`config.mk`:
```
export PLATFORM = sky130hd
export DESIGN_NAME = aes_inv_subbytes_serial_flat
export DESIGN_NICKNAME = d
export VERILOG_FILES = /design/src/rtl/aes_inv_subbytes_serial_pkg.sv /design/src/rtl/aes_inv_subbytes_serial_if.sv /design/src/rtl/aes_inv_subbytes_serial_sbox.sv /design/src/rtl/aes_inv_subbytes_serial.sv /design/src/flat_wrapper.sv
export SDC_FILE = /design/constraint.sdc
export NUM_CORES = 1
export LEC_CHECK = 0
export ABC_AREA = 1
export CELL_PAD_IN_SITES_DETAIL_PLACEMENT = 0
export CELL_PAD_IN_SITES_GLOBAL_PLACEMENT = 1
export CORE_MARGIN = 8
export CORE_UTILIZATION = 33
export DETAILED_ROUTE_END_ITERATION = 10
export PLACE_DENSITY = 0.76
export SLEW_MARGIN = 20
export SYNTH_ARGS = -nofsm -noshare
export SYNTH_HDL_FRONTEND = slang
export SYNTH_SLANG_ARGS = --single-unit
```
`constraint.sdc`:
```
create_clock -name clk -period 3.15 [get_ports clk]
set_clock_uncertainty 0.05 [all_clocks]
set_input_delay 0.63 -clock clk [delete_from_list [all_inputs] [get_ports clk]]
set_output_delay 0.63 -clock clk [all_outputs]
set_load 0.005 [all_outputs]
```
`src/rtl/aes_inv_subbytes_serial_pkg.sv`:
```
// Shared AES decryption datapath types, FSM encoding and the InvShiftRows byte map.
package aes_dec_pkg;
  localparam int unsigned AES_STATE_W = 128;
  localparam int unsigned AES_BYTES   = 16;

  typedef logic [AES_STATE_W-1:0] aes_state_t;
  typedef logic [7:0]             aes_byte_t;

  typedef enum logic [1:0] {
    ST_IDLE,
    ST_BUSY,
    ST_DONE
  } isb_state_e;

  // Output byte 4c+r of InvShiftRows takes input byte 4*((c-r) mod 4)+r.
  function automatic int unsigned inv_shift_idx(input int unsigned k);
    int unsigned c;
    int unsigned r;
    c = k / 4;
    r = k % 4;
    return 4 * ((c + 4 - r) % 4) + r;
  endfunction
endpackage

```
`src/rtl/aes_inv_subbytes_serial_if.sv`:
```
// Block-in / block-out valid-ready bundle for the serial InvSubBytes stage.
interface aes_inv_subbytes_serial_if;
  import aes_dec_pkg::*;

  logic       in_valid;
  logic       in_ready;
  aes_state_t in_state;
  logic       out_valid;
  logic       out_ready;
  aes_state_t out_state;

  modport master (
    output in_valid, in_state, out_ready,
    input  in_ready, out_valid, out_state
  );

  modport slave (
    input  in_valid, in_state, out_ready,
    output in_ready, out_valid, out_state
  );
endinterface

```
`src/rtl/aes_inv_subbytes_serial_sbox.sv`:
```
// Combinational FIPS-197 inverse S-box, one byte in, one byte out.
module aes_inv_sbox_lut
  import aes_dec_pkg::*;
(
  input  aes_byte_t byte_i,
  output aes_byte_t byte_o
);
  // Entry 0x00 sits in the most significant byte of the table.
  localparam logic [2047:0] INV_SBOX = {
    128'h52096ad53036a538bf40a39e81f3d7fb,
    128'h7ce339829b2fff87348e4344c4dee9cb,
    128'h547b9432a6c2233dee4c950b42fac34e,
    128'h082ea16628d924b2765ba2496d8bd125,
    128'h72f8f66486689816d4a45ccc5d65b692,
    128'h6c704850fdedb9da5e154657a78d9d84,
    128'h90d8ab008cbcd30af7e45805b8b34506,
    128'hd02c1e8fca3f0f02c1afbd0301138a6b,
    128'h3a9111414f67dcea97f2cfcef0b4e673,
    128'h96ac7422e7ad3585e2f937e81c75df6e,
    128'h47f11a711d29c5896fb7620eaa18be1b,
    128'hfc563e4bc6d279209adbc0fe78cd5af4,
    128'h1fdda8338807c731b11210592780ec5f,
    128'h60517fa919b54a0d2de57a9f93c99cef,
    128'ha0e03b4dae2af5b0c8ebbb3c83539961,
    128'h172b047eba77d626e169146355210c7d
  };

  logic [10:0] idx;

  assign idx    = 11'd2047 - {byte_i, 3'b000};
  assign byte_o = INV_SBOX[idx -: 8];
endmodule

```
`src/rtl/aes_inv_subbytes_serial.sv`:
```
// Serial InvSubBytes stage: BYTES_PER_CYCLE inverse S-box lanes over 16/BYTES_PER_CYCLE beats.
// Optional AES_INV_SHIFTROWS_EN folds InvShiftRows into the lane byte select.
module aes_inv_subbytes_serial
  import aes_dec_pkg::*;
#(
  parameter int unsigned BYTES_PER_CYCLE = 1
) (
  input  logic                      clk,
  input  logic                      rst,
  aes_inv_subbytes_serial_if.slave  bus,
  output logic                      busy
);
  localparam int unsigned      BEATS    = AES_BYTES / BYTES_PER_CYCLE;
  localparam int unsigned      CNT_W    = (BEATS > 1) ? $clog2(BEATS) : 1;
  localparam logic [CNT_W-1:0] CNT_LAST = CNT_W'(BEATS - 1);

  if (!(BYTES_PER_CYCLE == 1 || BYTES_PER_CYCLE == 2 || BYTES_PER_CYCLE == 4 ||
        BYTES_PER_CYCLE == 8 || BYTES_PER_CYCLE == 16)) begin : g_bpc_illegal
    $error("BYTES_PER_CYCLE must be 1, 2, 4, 8 or 16");
  end

  isb_state_e                      state_q, state_d;
  logic [CNT_W-1:0]                cnt_q, cnt_d;
  aes_state_t                      src_q, src_d;
  aes_state_t                      res_q, res_d;
  logic [BYTES_PER_CYCLE-1:0][7:0] lane_in;
  logic [BYTES_PER_CYCLE-1:0][7:0] lane_out;

  function automatic int unsigned src_byte(input int unsigned k);
`ifdef AES_INV_SHIFTROWS_EN
    return inv_shift_idx(k);
`else
    return k;
`endif
  endfunction

  always_comb begin : lane_select
    lane_in = '0;
    for (int unsigned j = 0; j < BYTES_PER_CYCLE; j++) begin
      lane_in[j] = src_q[8 * (AES_BYTES - 1 - src_byte(32'(cnt_q) * BYTES_PER_CYCLE + j)) +: 8];
    end
  end

  for (genvar j = 0; j < int'(BYTES_PER_CYCLE); j++) begin : g_lane
    aes_inv_sbox_lut u_lut (
      .byte_i (lane_in[j]),
      .byte_o (lane_out[j])
    );
  end

  always_comb begin : result_update
    res_d = res_q;
    if (state_q == ST_BUSY) begin
      for (int unsigned j = 0; j < BYTES_PER_CYCLE; j++) begin
        res_d[8 * (AES_BYTES - 1 - (32'(cnt_q) * BYTES_PER_CYCLE + j)) +: 8] = lane_out[j];
      end
    end
  end

  // DONE with out_ready high accepts a new block in the same cycle, so there is no bubble.
  always_comb begin : fsm_next
    state_d       = state_q;
    cnt_d         = cnt_q;
    src_d         = src_q;
    bus.in_ready  = 1'b0;
    bus.out_valid = 1'b0;
    busy          = 1'b0;
    unique case (state_q)
      ST_IDLE: begin
        bus.in_ready = 1'b1;
        if (bus.in_valid) begin
          src_d   = bus.in_state;
          cnt_d   = '0;
          state_d = ST_BUSY;
        end
      end
      ST_BUSY: begin
        busy  = 1'b1;
        cnt_d = cnt_q + 1'b1;
        if (cnt_q == CNT_LAST) begin
          cnt_d   = '0;
          state_d = ST_DONE;
        end
      end
      ST_DONE: begin
        bus.out_valid = 1'b1;
        bus.in_ready  = bus.out_ready;
        if (bus.out_ready) begin
          if (bus.in_valid) begin
            src_d   = bus.in_state;
            cnt_d   = '0;
            state_d = ST_BUSY;
          end else begin
            state_d = ST_IDLE;
          end
        end
      end
      default: state_d = ST_IDLE;
    endcase
  end

  always_ff @(posedge clk) begin
    if (rst) begin
      state_q <= ST_IDLE;
      cnt_q   <= '0;
      src_q   <= '0;
      res_q   <= '0;
    end else begin
      state_q <= state_d;
      cnt_q   <= cnt_d;
      src_q   <= src_d;
      res_q   <= res_d;
    end
  end

  assign bus.out_state = res_q;
endmodule

```
`src/flat_wrapper.sv`:
```
// flat-port wrapper written by rule: the top's interface ports become plain ports
module aes_inv_subbytes_serial_flat import aes_dec_pkg::*;
#(
  parameter int unsigned BYTES_PER_CYCLE = 1
)
  (clk, rst, busy, bus_in_valid, bus_in_state, bus_out_ready, bus_in_ready, bus_out_valid, bus_out_state);
  aes_inv_subbytes_serial_if bus_i ();
  input  logic clk;
  input  logic rst;
  output logic busy;
  input wire logic [$bits(bus_i.in_valid)-1:0] bus_in_valid;
  input wire logic [$bits(bus_i.in_state)-1:0] bus_in_state;
  input wire logic [$bits(bus_i.out_ready)-1:0] bus_out_ready;
  output wire logic [$bits(bus_i.in_ready)-1:0] bus_in_ready;
  output wire logic [$bits(bus_i.out_valid)-1:0] bus_out_valid;
  output wire logic [$bits(bus_i.out_state)-1:0] bus_out_state;
  assign bus_i.in_valid = bus_in_valid;
  assign bus_i.in_state = bus_in_state;
  assign bus_i.out_ready = bus_out_ready;
  assign bus_in_ready = bus_i.in_ready;
  assign bus_out_valid = bus_i.out_valid;
  assign bus_out_state = bus_i.out_state;
  aes_inv_subbytes_serial #(.BYTES_PER_CYCLE(BYTES_PER_CYCLE)) u_core (.clk(clk), .rst(rst), .bus(bus_i), .busy(busy));
endmodule
```
## Word-level counts from Yosys, hierarchy flattened

Cells that the tools add are included.

| word-level totals | value |
|---|---|
| register bits after elaboration | 262 |
| input bits | 132 |
| output and inout port bits | 131 |
| word-level logic and storage cells | 40 |

| cells by class | value |
|---|---|
| add/sub/neg operators | 4 |
| equal/unequal tests | 6 |
| shift operators | 4 |
| multiplexer cells | 16 |
| reduce and logical (&&, ||, !) cells | 6 |

Operators with widths:

| cell | count |
|---|---|
| indexed part select 2055 x 12 -> 8 bit, first input constant | 1 |
| 2-to-1 mux 128 bit | 2 |
| case mux 128 bit (2 select lines) | 1 |
| bitwise mux 128 bit | 1 |
| variable shift 8 x 34 -> 128 bit, first input constant | 1 |
| indexed part select 128 x 33 -> 8 bit | 1 |
| indexed part select 8 x 34 -> 128 bit | 1 |
| negation 32 -> 34 bit | 1 |
| 2-to-1 mux 4 bit | 3 |
| case mux 4 bit (3 select lines) | 1 |
| subtractor 11 bit, first input constant | 1 |
| 2-to-1 mux 2 bit | 3 |
| != test 2 bit, second input constant | 3 |
| case mux 2 bit (3 select lines) | 1 |
| subtractor 4 x 4 -> 5 bit, first input constant | 1 |
| adder 4 x 1 -> 4 bit, second input constant | 1 |
| == test 4 bit, second input constant | 1 |
| AND reduction 2 bit | 2 |
| 2-to-1 mux 1 bit | 3 |
| AND reduction 3 bit | 1 |
| nonzero test 3 bit | 1 |
| == test 2 x 1 -> 1 bit, second input constant | 1 |
| == test 2 bit, second input constant | 1 |
| zero test 2 bit | 1 |
| other kinds (2) | 2 |

## Depth between registers and ports, before layout

| depth | value |
|---|---|
| depth in word-level cells | 6 |
| gate-level depth with buffers | 24 |
| mapped depth without buffers | 22 |

## Modules after synthesis

A second synthesis with hierarchy kept.

| second synthesis, totals | value |
|---|---|
| cells, all modules | 2248 |
| area, all modules | 14108.5 um^2 |

Modules (own cells, without submodules):

| module | times used | cells each | area each (um^2) | seq. area each (um^2) |
|---|---|---|---|---|
| aes_inv_subbytes_serial | 1 | 1635 | 11056.9 | 5245.0 |
| aes_inv_sbox_lut | 1 | 613 | 3051.7 | 0.0 |

## Worst setup path before layout

No wires, ideal clock.

| timing | value |
|---|---|
| path kind | flip-flop to flip-flop |
| from | register u_core.cnt_q[0] |
| to | register u_core.res_q[24], in the netlist u_core.bus.out_state[24] |
| setup time | 0.070 ns |
| data arrival time | 2.851 ns |
| path slack | 0.179 ns |
| cell stages (with the launch flop) | 23 |
| clock period less this slack | 2.971 ns |
| cells stage by stage | dfxtp_1 -> inv_2 -> buf_6 -> buf_4 -> nand2_1 -> nand3_1 -> nand3_1 -> nand3_1 -> nand2_2 -> inv_1 -> ha_1 -> inv_1 -> nand3_2 -> inv_1 -> a21oi_1 -> o21ai_0 -> nand3_1 -> nand3_1 -> nand3_2 -> nand2_1 -> nor2_2 -> nand3_2 -> a21oi_1 |

| between the ends | value |
|---|---|
| longest elaborated chain between the ends | 6 |
| elaborated cells between the ends (all ways) | 8 |

Ends and longest elaborated chain:

| item | RTL line | text |
|---|---|---|
| start: declaration | aes_inv_subbytes_serial.sv:23 | `logic [CNT_W-1:0] cnt_q, cnt_d;` |
| start signal: assignment | aes_inv_subbytes_serial.sv:110 | `cnt_q <= cnt_d;` |
| subtractor 4 x 4 -> 5 bit (*) | aes_inv_subbytes_serial.sv:40, aes_inv_subbytes_serial.sv:55 |  |
| indexed part select 128 x 33 -> 8 bit | aes_inv_subbytes_serial.sv:40 | `lane_in[j] = src_q[8 * (AES_BYTES - 1 - src_byte(32'(cnt_q) * BYTES_PER_CYCLE + j)) +: 8];` |
| subtractor 11 bit | aes_inv_subbytes_serial_sbox.sv:30 | `assign idx = 11'd2047 - {byte_i, 3'b000};` |
| indexed part select 2055 x 12 -> 8 bit | aes_inv_subbytes_serial_sbox.sv:31 | `assign byte_o = INV_SBOX[idx -: 8];` |
| indexed part select 8 x 34 -> 128 bit | aes_inv_subbytes_serial.sv:55 | `res_d[8 * (AES_BYTES - 1 - (32'(cnt_q) * BYTES_PER_CYCLE + j)) +: 8] = lane_out[j];` |
| bitwise mux 128 bit (*) | aes_inv_subbytes_serial.sv:55 |  |
| end signal: assignment | aes_inv_subbytes_serial.sv:112 | `res_q <= res_d;` |
| end: declaration | aes_inv_subbytes_serial.sv:25 | `aes_state_t res_q, res_d;` |

Mark *: on every way between the ends. The rest lies on a longest branch, timed or not.
A chain may end at the register's enable or synchronous reset.

## Worst setup path in the final report

| timing | value |
|---|---|
| from | register u_core.cnt_q[0] |
| to | register u_core.res_q[82], in the netlist u_core.bus.out_state[82] |

The elaborated chain is that of the path after synthesis.

==> metrics <==
status complete, no violations; Post-Route WL 71.4 mm; hold_buf cts 0; Worst-Skew Late Latency 0.57 ns; post-synthesis mux area share 0%; worst-margin pin slew 0.867 ns; Async S/R FF share, synth 0%; CTS Sinks 262; Commonest cells post-synth nand2_1 (404), a21oi_1 (322), nand3_1 (320), dfxtp_1 (262), o21ai_0 (235); Leak 0.00917 uW; worst path required time 3.60 ns; Die Area 48300 um^2; clock power share 28.6%; Final Util 54.6%; die height 220 um; nets 2700; first-pass GRT wire length 103 mm; Yosys cell types 32; GP Congestion 0.986; Arr. time, crit path 3.56 ns; Vias/cell 5.36; crit path max fanout 7; Simple-Gate Fraction of Synth Area 28.7%; via count 16.6k; Site Rows 74; initial antenna violation count 3; clk buf depth 3; worst hold slack 0.365 ns; TritonCTS buffer count 29; DP Worst Slack -0.485 ns; initial DRC count 1216; max-cap viol count 0; Sw Pwr 4480 uW; Crit. End Element flip-flop; main combinational cell family by area after synthesis simple AND/OR/NAND/NOR gates; crit share post-route 98.8%; Starting Density 33.5%; Ports 263; clock root cell clkbuf_16; Synth Area in Adders 2.10%; syn nets 2187; Setup Viol. Count Final 0; core area 40900 um^2; #FFs+latches synth 262; Non-Filler Instances 3102; crit path time final 3.11 ns; clock transition at the registers of the reported paths 0.07 ns; Detail Route Antenna Nets 0; largest area contributor in the netlist dfxtp_1; final setup margin 0.0382 ns; overall routing resource usage 27.8%; XOR/XNOR Fraction of Synth Area 0%; Post-Syn Area 13700 um^2; Gate power share 42.3%; DP Wirelength 53.2 mm; critical path class reg -> reg; Die W 220 um; Synth warnings 0; H-tree Lvls 1; switching share of power 37.1%; PortBufs 262; Synth Area in Compound Gates 21.6%; Critical Path Source Type flip-flop; Final Hold Viols 0; area delta synth->final 62.9%; Syn Area/Cell 6.75 um^2; Max VDD drop 0.000405 V; Post-route DRC 0; sequential-to-total area share from yosys stat 38.3%; placed cells 2996; Mapped Cells 2032; Pwr Density 540 nW/um^2; vias in the first global route 16.2k; f_max 0.321 GHz; Hold Crit Class in -> reg; RSZ-0062 raised after global routing yes; Slew HR 42.2%; Flop pwr share 29.1%; top-count cell post-synth nand2_1; share of the synthesized area in the top cell type 38.3%; Int Pwr 7590 uW; top post-synthesis cells by area dfxtp_1 (38%), a21oi_1 (12%), nand3_1 (12%); number of synthesized flops with an enable pin 0; GR Overflow Total 0; Routed WL per cell 23.0 um; largest net degree at the start of global routing 117; Pins Over Slew Limit 0; layout cells sized above 1 29.5%; CTS tree built; Synth Flop Type dfxtp_1; DRT Pass-1 Iters 5
cell families after synthesis:
group,Yosys count
adder cells (fa/ha/maj),23
flip-flops,262
AND/OR/NAND/NOR,870
AO/OA/AOI/OAI,586
buffers and inverters,291
cell type report:
class / count / area, um^2
Fill cell: 3936 / 18600
Multi-Input combinational cell: 1480 / 8730
Timing Repair Buffer: 627 / 6120
Sequential cell: 262 / 5250
Clock buffer: 40 / 847
Tap cell: 532 / 666
Inverter: 145 / 584
Clock inverter: 13 / 128
Antenna cell: 3 / 7.51
cells in the final DEF (no fill, tap or decap), types with 3 or more instances in the layout:
cell / synthesis / final
a21oi_1: 322 / 249
nand3_2: 17 / 65
diode_2: 0 / 3
clkbuf_8: 0 / 8
nand2_4: 2 / 24
nand4_1: 10 / 10
ha_2: 0 / 4
nand2_2: 22 / 61
ha_4: 0 / 8
clkbuf_16: 0 / 34
buf_4: 20 / 291
buf_8: 0 / 3
o21ai_0: 235 / 217
clkdlybuf4s50_1: 0 / 260
dfxtp_1: 262 / 260
inv_1: 130 / 115
inv_2: 13 / 15
buf_6: 9 / 24
nor2_4: 3 / 16
o21ai_1: 15 / 29
nand2_1: 404 / 337
buf_12: 0 / 37
a21oi_2: 1 / 72
ha_1: 23 / 11
clkinv_2: 0 / 7
clkbuf_1: 85 / 3
buf_16: 0 / 4
nor2_2: 10 / 15
nand3_1: 320 / 242
nor2_1: 73 / 55
o211ai_1: 10 / 10
nand2_8: 0 / 7
o21ai_2: 0 / 4
nor3_1: 4 / 4
inv_4: 0 / 11
nand3_4: 0 / 30
registers in the layout (all words and copies together) (netlist names):
| register | count |
|---|---|
| u_core.bus.out_state | 128 |
| u_core.src_q | 128 |
| u_core.cnt_q | 4 |
| u_core.state_q | 2 |
through the flow:
stage	cell area (um^2)	TNS, ns	power (uW)
finish	22300	0	12100
global route	22300	-3.22	12500
CTS	20700	-0.0177	11300
detailed placement	19000	-36.72	7570
global placement	19000	-37.22	7630
floorplan	13700	0	5380
power groups by stage:
| stage | combinational (uW) | clock [uW] | sequential, uW |
|---|---|---|---|
| final | 5100 | 3460 | 3510 |
| after detailed placement | 3990 | 0 | 3580 |
| after global routing | 5370 | 3640 | 3520 |
| after CTS | 4330 | 3500 | 3510 |
| after floorplan | 1820 | 0 | 3560 |
| after global placement | 4060 | 0 | 3570 |
final timing paths:
path	startpoint	to	slack [ns]	depth (start not counted)
max reg2reg	u_core.cnt_q[0]$_SDFFE_PP0P_	u_core.bus.out_state[82]$_SDFFE_PP0P_	0.04	23
min	rst	u_core.bus.out_state[112]$_SDFFE_PP0P_	0.37	2
min reg2reg	u_core.src_q[12]$_SDFFE_PP0P_	u_core.src_q[12]$_SDFFE_PP0P_	0.40	2
max	u_core.cnt_q[0]$_SDFFE_PP0P_	u_core.bus.out_state[82]$_SDFFE_PP0P_	0.04	23
timing repair:
action | CTS | global route
endpoints found under the hold margin | 0 | 0
gates cloned | 5 | 6
pin swaps | 19 | 100
gates resized for setup | 111 | 330
endpoints found under the setup margin | 127 | 128
buffers inserted | 14 | 26
per-layer routing:
| metal | global-route usage, % | vias to the layer above | routed length [um] |
|---|---|---|---|
| met5 | 0 | - | 0 |
| met4 | 11.4 | 0 | 3150 |
| met3 | 4.36 | 139 | 4360 |
| met2 | 45.4 | 606 | 33300 |
| met1 | 36.2 | 7995 | 30600 |
| li1 | - | 7901 | - |
critical path, cell delays in order, from the launching register on:
cell,delay [ns]
dfxtp_4,0.37
buf_12,0.14
buf_4,0.13
nand2_1,0.06
nand3_1,0.07
nand3_1,0.08
nand3_2,0.10
nand2_4,0.11
inv_2,0.07
buf_4,0.16
ha_2,0.18
inv_2,0.08
nand3_4,0.15
buf_4,0.18
nand3_2,0.12
nand3_1,0.10
nand3_2,0.10
nand3_1,0.09
nand3_2,0.13
nand2_8,0.08
nor2_4,0.15
buf_12,0.12
nand2_2,0.07
a21oi_2,0.16
Power figures use the tool's default switching activity.
